### src/rtl/vga_timing_gen_pkg.sv
// -----------------------------------------------------------------------------
// vga_timing_gen_pkg
//
// Shared raster constants for the 640x480@60 video path. Renderers import this
// package for their own area compares, so the numbers here are the single
// source of truth for the visible window and the porch/sync layout.
//
// Contents:
//   H_* / V_*   : horizontal (pixels) and vertical (lines) timing segments
//   H_TOTAL     : pixels per line  (800)
//   V_TOTAL     : lines per frame  (525)
//   COORD_W     : width of the coordinate / tick buses handed to renderers
//   CNT_W       : width actually needed to hold a coordinate (upper bits of
//                 the COORD_W buses are always zero)
//   sync_t      : {hs_n, vs_n, de} bundle carried through the delay line
//   SYNC_IDLE   : inactive value of sync_t (syncs high, display disabled)
//   in_span()   : inclusive range test used by the sync decoders
// -----------------------------------------------------------------------------
package vga_timing_gen_pkg;

    localparam int H_VIS   = 640;
    localparam int H_FP    = 16;
    localparam int H_SYNC  = 96;
    localparam int H_BP    = 48;
    localparam int H_TOTAL = H_VIS + H_FP + H_SYNC + H_BP;

    localparam int V_VIS   = 480;
    localparam int V_FP    = 10;
    localparam int V_SYNC  = 2;
    localparam int V_BP    = 33;
    localparam int V_TOTAL = V_VIS + V_FP + V_SYNC + V_BP;

    localparam int COORD_W = 25;
    localparam int CNT_W   = 10;

    typedef struct packed {
        logic hs_n;
        logic vs_n;
        logic de;
    } sync_t;

    localparam sync_t SYNC_IDLE = '{hs_n: 1'b1, vs_n: 1'b1, de: 1'b0};

    // Inclusive range test: lo <= v <= hi.
    function automatic logic in_span(input logic [CNT_W-1:0] v,
                                     input logic [CNT_W-1:0] lo,
                                     input logic [CNT_W-1:0] hi);
        return (v >= lo) && (v <= hi);
    endfunction

endpackage

### src/rtl/vga_timing_gen_sync_delay_line.sv
// -----------------------------------------------------------------------------
// vga_timing_gen_sync_delay_line
//
// Enable-gated shift register for the {hs_n, vs_n, de} bundle. It lines the
// sync/enable outputs up with the registered colour outputs of the renderers,
// which advance only on pixel-enable cycles.
//
// Parameters:
//   DEPTH : number of register stages; 0 gives a combinational passthrough
//   FILL  : value loaded into every stage on reset
//
// Ports:
//   clk    in   clock
//   rst_n  in   asynchronous active-low reset (stages load FILL)
//   en     in   shift enable (pixel clock enable)
//   d      in   undelayed bundle
//   q      out  bundle delayed by DEPTH enabled steps
// -----------------------------------------------------------------------------
module vga_timing_gen_sync_delay_line
    import vga_timing_gen_pkg::*;
#(
    parameter int    DEPTH = 1,
    parameter sync_t FILL  = SYNC_IDLE
) (
    input  logic  clk,
    input  logic  rst_n,
    input  logic  en,
    input  sync_t d,
    output sync_t q
);

    generate
        if (DEPTH == 0) begin : g_passthru
            // Clock/reset/enable have no function without stages.
            logic unused_ctrl;
            assign unused_ctrl = ^{clk, rst_n, en};
            assign q = d;
        end else begin : g_stages
            sync_t stage_q [DEPTH];

            always_ff @(posedge clk or negedge rst_n) begin
                if (!rst_n) begin
                    for (int i = 0; i < DEPTH; i++) begin
                        stage_q[i] <= FILL;
                    end
                end else if (en) begin
                    stage_q[0] <= d;
                    for (int i = 1; i < DEPTH; i++) begin
                        stage_q[i] <= stage_q[i-1];
                    end
                end
            end

            assign q = stage_q[DEPTH-1];
        end
    endgenerate

endmodule

### src/rtl/vga_timing_gen.sv
// -----------------------------------------------------------------------------
// vga_timing_gen
//
// Raster timing source for the 640x480@60 video path. Produces the pixel
// coordinates and a free-running tick bus for the renderers, plus sync and
// display-enable delayed to match the renderers' registered colour outputs.
//
// Optional feature (compile-time macro VGA_TIMING_FRAME_PULSE_EN):
//   defined   : frame_start pulses for one clk on the pixel-enable cycle in
//               which both counters wrap to 0
//   undefined : frame_start is tied low, no detection logic
//
// Parameters:
//   H_VIS/H_FP/H_SYNC/H_BP : horizontal segments in pixels
//   V_VIS/V_FP/V_SYNC/V_BP : vertical segments in lines
//   CLK_DIV                : clk cycles per pixel (1..4)
//   PIPE_DLY               : pixel-enable steps of delay on sync/enable (0..4)
//
// Ports:
//   clk          in   system clock
//   rst_n        in   asynchronous active-low reset
//   Clks         out  free-running tick counter, +1 every clk
//   CounterX     out  pixel column 0..H_TOTAL-1
//   CounterY     out  line 0..V_TOTAL-1
//   pix_ce       out  high in the clk cycle whose closing edge advances X/Y
//   hsync_n      out  horizontal sync, active low, delayed PIPE_DLY steps
//   vsync_n      out  vertical sync, active low, delayed PIPE_DLY steps
//   display_en   out  visible-area flag, delayed PIPE_DLY steps
//   frame_start  out  frame-origin pulse (see optional feature)
// -----------------------------------------------------------------------------
module vga_timing_gen
    import vga_timing_gen_pkg::*;
#(
    parameter int H_VIS    = vga_timing_gen_pkg::H_VIS,
    parameter int H_FP     = vga_timing_gen_pkg::H_FP,
    parameter int H_SYNC   = vga_timing_gen_pkg::H_SYNC,
    parameter int H_BP     = vga_timing_gen_pkg::H_BP,
    parameter int V_VIS    = vga_timing_gen_pkg::V_VIS,
    parameter int V_FP     = vga_timing_gen_pkg::V_FP,
    parameter int V_SYNC   = vga_timing_gen_pkg::V_SYNC,
    parameter int V_BP     = vga_timing_gen_pkg::V_BP,
    parameter int CLK_DIV  = 1,
    parameter int PIPE_DLY = 1
) (
    input  logic               clk,
    input  logic               rst_n,
    output logic [COORD_W-1:0] Clks,
    output logic [COORD_W-1:0] CounterX,
    output logic [COORD_W-1:0] CounterY,
    output logic               pix_ce,
    output logic               hsync_n,
    output logic               vsync_n,
    output logic               display_en,
    output logic               frame_start
);

    localparam int LINE_LEN    = H_VIS + H_FP + H_SYNC + H_BP;
    localparam int FRAME_LINES = V_VIS + V_FP + V_SYNC + V_BP;

    localparam logic [CNT_W-1:0] X_LAST   = CNT_W'(LINE_LEN - 1);
    localparam logic [CNT_W-1:0] Y_LAST   = CNT_W'(FRAME_LINES - 1);
    localparam logic [CNT_W-1:0] X_VIS    = CNT_W'(H_VIS);
    localparam logic [CNT_W-1:0] Y_VIS    = CNT_W'(V_VIS);
    localparam logic [CNT_W-1:0] HS_FIRST = CNT_W'(H_VIS + H_FP);
    localparam logic [CNT_W-1:0] HS_LAST  = CNT_W'(H_VIS + H_FP + H_SYNC - 1);
    localparam logic [CNT_W-1:0] VS_FIRST = CNT_W'(V_VIS + V_FP);
    localparam logic [CNT_W-1:0] VS_LAST  = CNT_W'(V_VIS + V_FP + V_SYNC - 1);
    localparam logic [1:0]       DIV_LAST = 2'(CLK_DIV - 1);

    // Elaboration-time range guards.
    if ((CLK_DIV < 1) || (CLK_DIV > 4)) begin : g_bad_clk_div
        $error("vga_timing_gen: CLK_DIV must be in 1..4");
    end
    if ((PIPE_DLY < 0) || (PIPE_DLY > 4)) begin : g_bad_pipe_dly
        $error("vga_timing_gen: PIPE_DLY must be in 0..4");
    end

    logic [COORD_W-1:0] clks_q;
    logic [1:0]         div_q;
    logic [1:0]         div_d;
    logic               pix_ce_q;
    logic [CNT_W-1:0]   x_q;
    logic [CNT_W-1:0]   y_q;
    logic               x_last;
    logic               y_last;
    sync_t              raw;
    sync_t              dly;

    assign x_last = (x_q == X_LAST);
    assign y_last = (y_q == Y_LAST);

    always_comb begin
        div_d = div_q + 2'd1;
        if (div_q == DIV_LAST) begin
            div_d = 2'd0;
        end
    end

    // pix_ce is registered from the divider's next value, so it is high
    // exactly while div_q == CLK_DIV-1; with CLK_DIV=1 it rises on the first
    // edge after reset and stays high.
    always_ff @(posedge clk or negedge rst_n) begin
        if (!rst_n) begin
            clks_q   <= '0;
            div_q    <= 2'd0;
            pix_ce_q <= 1'b0;
            x_q      <= '0;
            y_q      <= '0;
        end else begin
            clks_q   <= clks_q + COORD_W'(1);
            div_q    <= div_d;
            pix_ce_q <= (div_d == DIV_LAST);
            if (pix_ce_q) begin
                if (x_last) begin
                    x_q <= '0;
                    if (y_last) begin
                        y_q <= '0;
                    end else begin
                        y_q <= y_q + CNT_W'(1);
                    end
                end else begin
                    x_q <= x_q + CNT_W'(1);
                end
            end
        end
    end

    // Undelayed decode of the current coordinates.
    always_comb begin
        raw      = SYNC_IDLE;
        raw.hs_n = !in_span(x_q, HS_FIRST, HS_LAST);
        raw.vs_n = !in_span(y_q, VS_FIRST, VS_LAST);
        raw.de   = (x_q < X_VIS) && (y_q < Y_VIS);
    end

    vga_timing_gen_sync_delay_line #(
        .DEPTH (PIPE_DLY),
        .FILL  (SYNC_IDLE)
    ) u_sync_dly (
        .clk   (clk),
        .rst_n (rst_n),
        .en    (pix_ce_q),
        .d     (raw),
        .q     (dly)
    );

`ifdef VGA_TIMING_FRAME_PULSE_EN
    // High during the pixel-enable cycle whose closing edge wraps X and Y.
    assign frame_start = pix_ce_q & x_last & y_last;
`else
    assign frame_start = 1'b0;
`endif

    assign Clks       = clks_q;
    assign CounterX   = COORD_W'(x_q);
    assign CounterY   = COORD_W'(y_q);
    assign pix_ce     = pix_ce_q;
    assign hsync_n    = dly.hs_n;
    assign vsync_n    = dly.vs_n;
    assign display_en = dly.de;

endmodule

### config.mk
export PLATFORM = sky130hd
export DESIGN_NAME = vga_timing_gen
export DESIGN_NICKNAME = d
export VERILOG_FILES = /design/src/rtl/vga_timing_gen_pkg.sv /design/src/rtl/vga_timing_gen_sync_delay_line.sv /design/src/rtl/vga_timing_gen.sv
export SDC_FILE = /design/constraint.sdc
export NUM_CORES = 1
export LEC_CHECK = 0
export ABC_AREA = 1
export ABC_CLOCK_PERIOD_IN_PS = 1350
export CAP_MARGIN = 40
export CORE_UTILIZATION = 32
export CTS_BUF_LIST = sky130_fd_sc_hd__clkbuf_2 sky130_fd_sc_hd__clkbuf_4 sky130_fd_sc_hd__clkbuf_8
export CTS_CLUSTER_SIZE = 30
export DETAILED_ROUTE_END_ITERATION = 16
export DONT_BUFFER_PORTS = 1
export PLACE_DENSITY = 0.56
export SLEW_MARGIN = 20
export SYNTH_ARGS = -nofsm -noshare
export SYNTH_HDL_FRONTEND = slang
export SYNTH_SLANG_ARGS = --single-unit
### constraint.sdc
create_clock -name clk -period 1.35 [get_ports clk]
set_input_delay 0.3375 -clock clk [delete_from_list [all_inputs] [get_ports clk]]
set_output_delay 0.3375 -clock clk [all_outputs]
set_load 0.02 [all_outputs]
# Word-level counts from Yosys, hierarchy flattened
# Index checks and enable logic that the tools add are counted.
# classes
bitwise	0
mul	0
magnitude_cmp	6
mux	3
n_reduce_logical	8
shift	0
add_sub_neg	4
div_mod_pow	0
eq_ne	2
# ops
operator	n
25-bit by 1-bit adder with 25-bit output, second input constant	1
10-bit by 1-bit adder with 10-bit output, second input constant	2
10-bit equality test, second input constant	2
10-bit two-way mux	2
10-bit greater-or-equal comparator, second input constant	1
10-bit by 9-bit greater-or-equal comparator with 1-bit output, second input constant	1
10-bit <= comparator, second input constant	1
10-bit by 9-bit <= comparator with 1-bit output, second input constant	1
10-bit < comparator, second input constant	1
10-bit by 9-bit < comparator with 1-bit output, second input constant	1
2-bit logical NOT	2
1-bit logical AND	3
2-bit by 1-bit adder with 2-bit output, second input constant	1
1-bit logical NOT	2
2-bit two-way mux	1
2-bit AND reduction	1
# word_totals
ramBits	0
latch_bits	0
rom_bits	0
reg_bits	51
input_bits	2
memories	0

# Logic depth before layout (Yosys ltp)
# Gate-level depths: netlist of run 1.
# logic_depth
word_depth	3
ltp_mapped	8
depth_no_buf	8

# By module
# From an unflattened synthesis of run 1, not the netlist that was laid out.
# unflattened
cells_unflattened	373
area_unflattened_um2	2972.9
# by_module_without_submodules
module	cells_per_inst	seq_area_each_um2	area_per_inst_um2	instances
vga_timing_gen	360	1201.2	2857.7	1
vga_timing_gen_sync_delay_line	13	77.6	115.1	1

# Worst setup path after synthesis of run 1
# No wires, ideal clock.
# synth_path
path_type	register -> register
start	register clks_q[0] (netlist: Clks[0])
end	register clks_q[18] (netlist: Clks[18])
stages_incl_launch_ff	8
path_buffers	0
path_slack_ns	-0.152
arrival_time_ns	1.379
t_required_ns	1.227
cell_sequence	dfrtp_1 -> ha_1 -> nand2_2 -> nor2_4 -> nand2_1 -> nor2_2 -> nand3_1 -> xor2_1
# synth_between
elab_chain_cells	1
# synth_lines
item	line_no	rtl
start, declared	vga_timing_gen.sv:78	logic [COORD_W-1:0] clks_q;
start signal, assigned	vga_timing_gen.sv:110	clks_q <= clks_q + COORD_W'(1);
25-bit by 1-bit adder with 25-bit output	vga_timing_gen.sv:110	
# Every way passes these cells.
# A chain may end at the register's enable or synchronous reset.

# Final worst setup path of run 1
# layout_path
start	register clks_q[8] (netlist: Clks[8])
end	output Clks[8]
# layout_rtl
item	line_no	rtl
end, declared	vga_timing_gen.sv:47	output logic [COORD_W-1:0] Clks,
# No word-level cell between the ends.

==> results.tsv, run 1 <==
stage	metric	value	unit
run_status	status	finished with violations	
run_status	failing checks	hold timing, setup timing	
timing	final worst setup slack	-42.3	ps
clock_network	CTS sink count	51	
global_routing	total track usage	0.145	
worst_setup_path	Slowest-stage cell, CP	dfrtp_1	
yosys	post-synth top area share	0.406	
yosys	count of different cell masters after synthesis	31	
finish	Fillers	929	
placement	number of buffers inserted by port buffering	0	
timing	setup_tns	-146	ps
timing	worst hold margin	-280	ps
die	Die Y-Extent	99.1	um
finish	n_diodes	0	
worst_setup_path	CP startpoint kind	flop	
worst_setup_path	delay-heaviest family, CP	flip-flops	
global_routing	initial antenna violation count	0	
detailed_routing	wire per inst	12.3	um
detailed_routing	final wirelength	6940	um
pwr	IR drop worst, VDD	439	uV
detailed_routing	post-route ant nets	0	
timing	Final Hold Vio Count	51	
clock_network	clk root buf	clkbuf_8	
pwr	Leakage	0.00182	uW
pwr	Power Total	2520	uW
yosys	Syn Std Cell Area	0.00302	mm2
yosys	post-synth top area cell	dfrtp_1	
global_routing	first-pass GRT wire length	11400	um
finish	post-layout net count	463	
timing	fin crit share	1.03	
worst_setup_path	CP required	1010	ps
worst_setup_path	worst path arrival time	1050	ps
global_routing	vias in the first global route	2510	
yosys	share of the yosys chip area belonging to registers	0.424	
timing	final clock skew	3.53	ps
timing	Final min period	1390	ps
hold_path	Hold Crit Class	input port to async pin	
worst_setup_path	CP Class	flop to primary output	
yosys	largest cells by area after synthesis	dfrtp_1, nand2_1, buf_4	
yosys	Post-synth EDFFs	0	
worst_setup_path	buffers and inverters on the worst path	3	
timing	Final setup viols	5	
global_routing	Congestion Overflow GR	0	
timing	unrepaired setup endpoints after global routing	yes	
clock_network	Clock Pin Slew Worst Setup and Hold Paths	90	ps
worst_setup_path	crit path max fanout	2	
pwr	pwr dens	642	mW/mm2
yosys	#FFs+latches synth	51	
die	Die Area	0.00983	mm2
timing	fmax	718	MHz
detailed_routing	DRC	0	
clock_network	H-Tree Depth	2	
detailed_routing	Vias	2552	
clock_network	TritonCTS clock tree	yes	
worst_setup_path	reg2reg setup slack	-30	ps
yosys	ys flop type	dfrtp_1	
yosys	Synth top cells by count	nand2_1, dfrtp_1, nor2_1, inv_1, buf_4	
finish	area grow syn2layout	30.0	%
worst_setup_path	Worst Setup End Kind	primary output	
detailed_routing	Vias/cell	4.51	
finish	layout cells sized above 1	0.336	
clock_network	CTS Buf Count	5	
yosys	Avg Cell Area, Syn	8.01	um2
placement	final HPWL from detailed placement	5090	um
die	io pins	82	
placement	Placer Congestion	0.847	
clock_network	CTS Buffer Depth	2	
worst_setup_path	critical-path cell list	buf_6 -> buf_6 -> buf_6	
yosys	Mapped Cells	377	
die	Cell Rows	35	
die	core footprint	0.00920	mm2
timing	fin. max-slew vios	0	
clock_network	worst-skew pair later-pin latency	300	ps
yosys	asr flop ratio synth	1.00	
yosys	Yosys warnings	0	
finish	post-layout util	0.427	
die	Initial Utilization	0.328	
detailed_routing	iteration-0 DRC count of the detailed router	28	
detailed_routing	Pre-antenna DRT Iters	4	
job	Max-Cap Viols	0	
global_routing	largest net degree at the start of global routing	52	
yosys	most common cell in the netlist	nand2_1	
die	Die Wd	99.1	um
worst_setup_path	delay of the slowest cell on the worst path	410	ps
worst_setup_path	crit-path most repeated cell	buf_6	
-- flip-flops by register name (all words and copies together) (netlist names) --
signal,cells
Clks,25
x_q,10
y_q,10
u_sync_dly.q,3
div_q,2
pix_ce,1
-- routing by layer --
layer	part of all wire	global-route usage
met1	0.44	0.175
met2	0.50	0.259
met3	0.054	0.0387
met4	0.0075	0.0339
met5	0	0
-- through the flow --
stage	worst slack [ps]	instance area, um2	instances	hold slack, ps
floorplan	-12.6	3160	407	41.9
global placement	-80.5	3540	548	43.4
detailed placement	-88.5	3540	548	43.5
CTS	-58.3	3690	560	-298
global route	-130	3930	566	-308
finish	-42.3	3930	566	-280
-- worst reg2reg max path, stage by stage (launching register included) --
cell	delay, ps
dfrtp_2	410
ha_4	160
nand2_4	50
nor2_4	180
nand2_4	90
nor2_4	150
buf_4	130
xor2_1	140
-- area by class of cell --
cell class	count	area [um2]	area share
Sequential cell	51	1290	0.329
Clock buffer	7	83.8	0.0214
Inverter	47	181	0.0462
Clock inverter	1	5.00	0.00128
Multi-Input combinational cell	275	1620	0.412
Tap cell	111	139	0.0354
Timing Repair Buffer	74	606	0.154
-- kinds of logic (layout without fill, tap and decap cells) --
group,count (synthesis),count (layout),share of synthesized area
AOI/OAI and AO/OA,19,19,0.0323
adders and majority gates,7,7,0.0290
and+or+nand+nor,193,193,0.297
buffers and inverters,81,129,0.145
xor gates and xnor gates,25,25,0.0725
other,1,31,0.00124
DFF,51,51,0.424
-- path summary, 6_finish.rpt --
| check | to | depth (start not counted) | startpoint |
|---|---|---|---|
| setup / recovery | Clks[8] | 3 | Clks[8] |
| hold / removal | x_q[2] | 0 | rst_n |
| setup reg to reg | Clks[10] | 7 | Clks[0] |
| hold reg to reg | div_q[0] | 1 | div_q[1] |
| max in group asynchronous | u_sync_dly.q[1] | 0 | rst_n |
| min in group clk | div_q[0] | 1 | div_q[1] |
-- report_power, final --
part	leakage, uW	internal [uW]	switching [uW]	total (uW)
sequential	0.000657	1530	0	1530
combinational	0.00112	0	75.7	75.7
clock	0.0000491	406	511	917
-- layout by cell type (no fill, tap or decap), types with 7 or more instances in the layout --
cell,count
xor2_1,20
dfrtp_1,38
nand2_2,7
nor2_2,7
nor2_4,11
nand2_1,77
nand3_1,19
nand4_1,11
inv_1,35
o21ai_0,7
buf_4,63
buf_6,10
nor2_1,34
dfrtp_2,11
conb_1,31
o21ai_1,9
inv_2,10
-- timing repair --
| item | in CTS | in global routing |
|---|---|---|
| pin swaps | 6 | 20 |
| endpoints found under the hold margin | 51 | 51 |
| gates resized for setup | 14 | 50 |
| buffers inserted | 4 | 6 |
| setup endpoints to repair | 13 | 30 |
Power figures use the tool's default switching activity.
==> run 2: changes to the inputs <==
--- a/config.mk
+++ b/config.mk
@@ -14,6 +14,7 @@
 export DETAILED_ROUTE_END_ITERATION = 16
 export DONT_BUFFER_PORTS = 1
 export PLACE_DENSITY = 0.56
+export REMOVE_ABC_BUFFERS = 1
 export SLEW_MARGIN = 20
 export SYNTH_ARGS = -nofsm -noshare
 export SYNTH_HDL_FRONTEND = slang
==> results.tsv, run 2 (synthesis gave the netlist of run 1 again) <==
stage	metric	value	unit
die	Die Y-Extent	99.1	um
worst_setup_path	Worst Setup End Kind	flop	
clock_network	Clock Pin Slew Worst Setup and Hold Paths	100	ps
global_routing	total track usage	0.147	
clock_network	TritonCTS clock tree	yes	
clock_network	clk root buf	clkbuf_8	
pwr	Leakage	0.00191	uW
timing	Final min period	1380	ps
timing	fin crit share	1.02	
timing	Final setup viols	6	
finish	post-layout net count	477	
finish	max reg flops	25	
pwr	Combinational Power Share	0.030	
timing	Final Hold Vio Count	51	
timing	unrepaired setup endpoints after global routing	yes	
job	Max-Cap Viols	0	
die	Die Area	0.00983	mm2
clock_network	H-Tree Depth	2	
finish	area grow syn2layout	31.2	%
detailed_routing	DRC	0	
finish	most frequent cells in the layout	nand2_1, buf_4, dfrtp_1	
pwr	Psw	626	uW
clock_network	CTS sink count	51	
global_routing	vias in the first global route	2519	
detailed_routing	post-route ant nets	0	
detailed_routing	Vias/cell	4.62	
pwr	Sw Ratio	0.249	
detailed_routing	iteration-0 DRC count of the detailed router	102	
finish	layout cells sized above 1	0.324	
worst_setup_path	CP required	1600	ps
run_status	status	finished with violations	
timing	setup_tns	-107	ps
clock_network	CTS Buffer Depth	2	
run_status	failing checks	hold timing, setup timing	
die	Die Wd	99.1	um
hold_path	Hold Crit Class	input port to async pin	
die	Initial Utilization	0.328	
global_routing	largest net degree at the start of global routing	52	
worst_setup_path	worst path arrival time	1630	ps
global_routing	first-pass GRT wire length	11400	um
worst_setup_path	CP startpoint kind	flop	
timing	worst hold margin	-286	ps
worst_setup_path	CP Class	flop to flop	
pwr	IR drop worst, VDD	352	uV
clock_network	worst-skew pair later-pin latency	310	ps
pwr	register share of total power	0.607	
timing	final clock skew	6.84	ps
timing	fin. max-slew vios	0	
die	io pins	82	
clock_network	CTS Buf Count	5	
pwr	pwr dens	635	mW/mm2
detailed_routing	Vias	2679	
placement	number of buffers inserted by port buffering	0	
timing	fmax	724	MHz
finish	design area	0.00396	mm2
pwr	clock power share	0.363	
timing	final worst setup slack	-31.0	ps
global_routing	initial antenna violation count	0	
placement	Post-DP Area	0.00354	mm2
die	Cell Rows	35	
die	core footprint	0.00920	mm2
placement	final HPWL from detailed placement	5140	um
finish	leading cell type in the layout, fill and taps excluded	nand2_1	
worst_setup_path	crit path max fanout	3	
detailed_routing	Pre-antenna DRT Iters	6	
pwr	Int Pwr	1890	uW
finish	n_diodes	0	
detailed_routing	wire per inst	12.4	um
detailed_routing	final wirelength	7200	um
placement	Placer Congestion	0.846	
global_routing	Congestion Overflow GR	0	
==> run 2: cell types whose count changed in the layout (fill, tap and decap cells not counted), sizes merged <==
cell / previous run / this run
buf: 74 / 88
inv: 45 / 46
clkbuf: 7 / 5
clkinvlp: 1 / 2
==> run 2: layout make-up <==
type | count | area [um2]
clock buffer | 5 | 68.8
clock inverter | 3 | 20.0
fill | 928 | 5240
inverter | 47 | 179
multi-input combinational | 275 | 1570
sequential | 51 | 1280
tap | 111 | 139
timing repair buffer | 88 | 702
==> run 2: final timing paths <==
check                              start         endpoint  slack, ps  cells past startpoint
max in group asynchronous          rst_n  u_sync_dly.q[1]       1440                      0
worst max register to register   Clks[1]         Clks[20]        -30                      8
worst min register to register  div_q[1]           pix_ce        500                      1
worst max-delay path             Clks[1]         Clks[20]        -30                      8
min in group clk                div_q[1]           pix_ce        500                      1
worst min-delay path               rst_n         Clks[13]       -290                      0
==> run 2: layer usage <==
layer	track usage	wire length, um	vias up	part of all wire
met5	0	0	-	0
met4	0.0452	125	0	0.017
met3	0.0527	549	15	0.076
met2	0.257	3570	105	0.50
met1	0.168	2960	1253	0.41
li1	-	-	1306	-
==> run 2: power groups by stage <==
stage / clock [uW] / sequential [uW] / combinational (uW)
finish: 913 / 1530 / 75.7
global route: 1020 / 1530 / 82.2
CTS: 949 / 1530 / 74.4
detailed placement: 0 / 1560 / 74.4
global placement: 0 / 1560 / 74.4
floorplan: 0 / 1560 / 74.4
==> run 2: what timing repair did <==
action                                 in CTS  in global routing
setup endpoints to repair                  24                 37
pin swaps                                   7                  8
buffers inserted                            7                 14
endpoints found under the hold margin      51                 51
resized for setup                          14                 40
==> run 2: critical path, stage by stage, from the launching register on <==
cell and delay, ps:
dfrtp_1 390, ha_2 190, nand2_2 70, nor2_4 130, buf_4 150, nand3_2 140
nor2_1 130, nor2_1 50, nor2_1 70
==> run 2: through the flow <==
stage / util / instances / total power, uW / hold slack (ps) / setup slack [ps]
finish: 0.431 / 580 / 2520 / -286 / -31.0
global placement: 0.385 / 555 / 1630 / 44.2 / -0.828
CTS: 0.404 / 568 / 2550 / -305 / -10.5
floorplan: - / 373 / 1630 / 41.9 / -152
global route: 0.431 / 580 / 2630 / -329 / -110
detailed placement: 0.385 / 555 / 1630 / 43.8 / -50.8
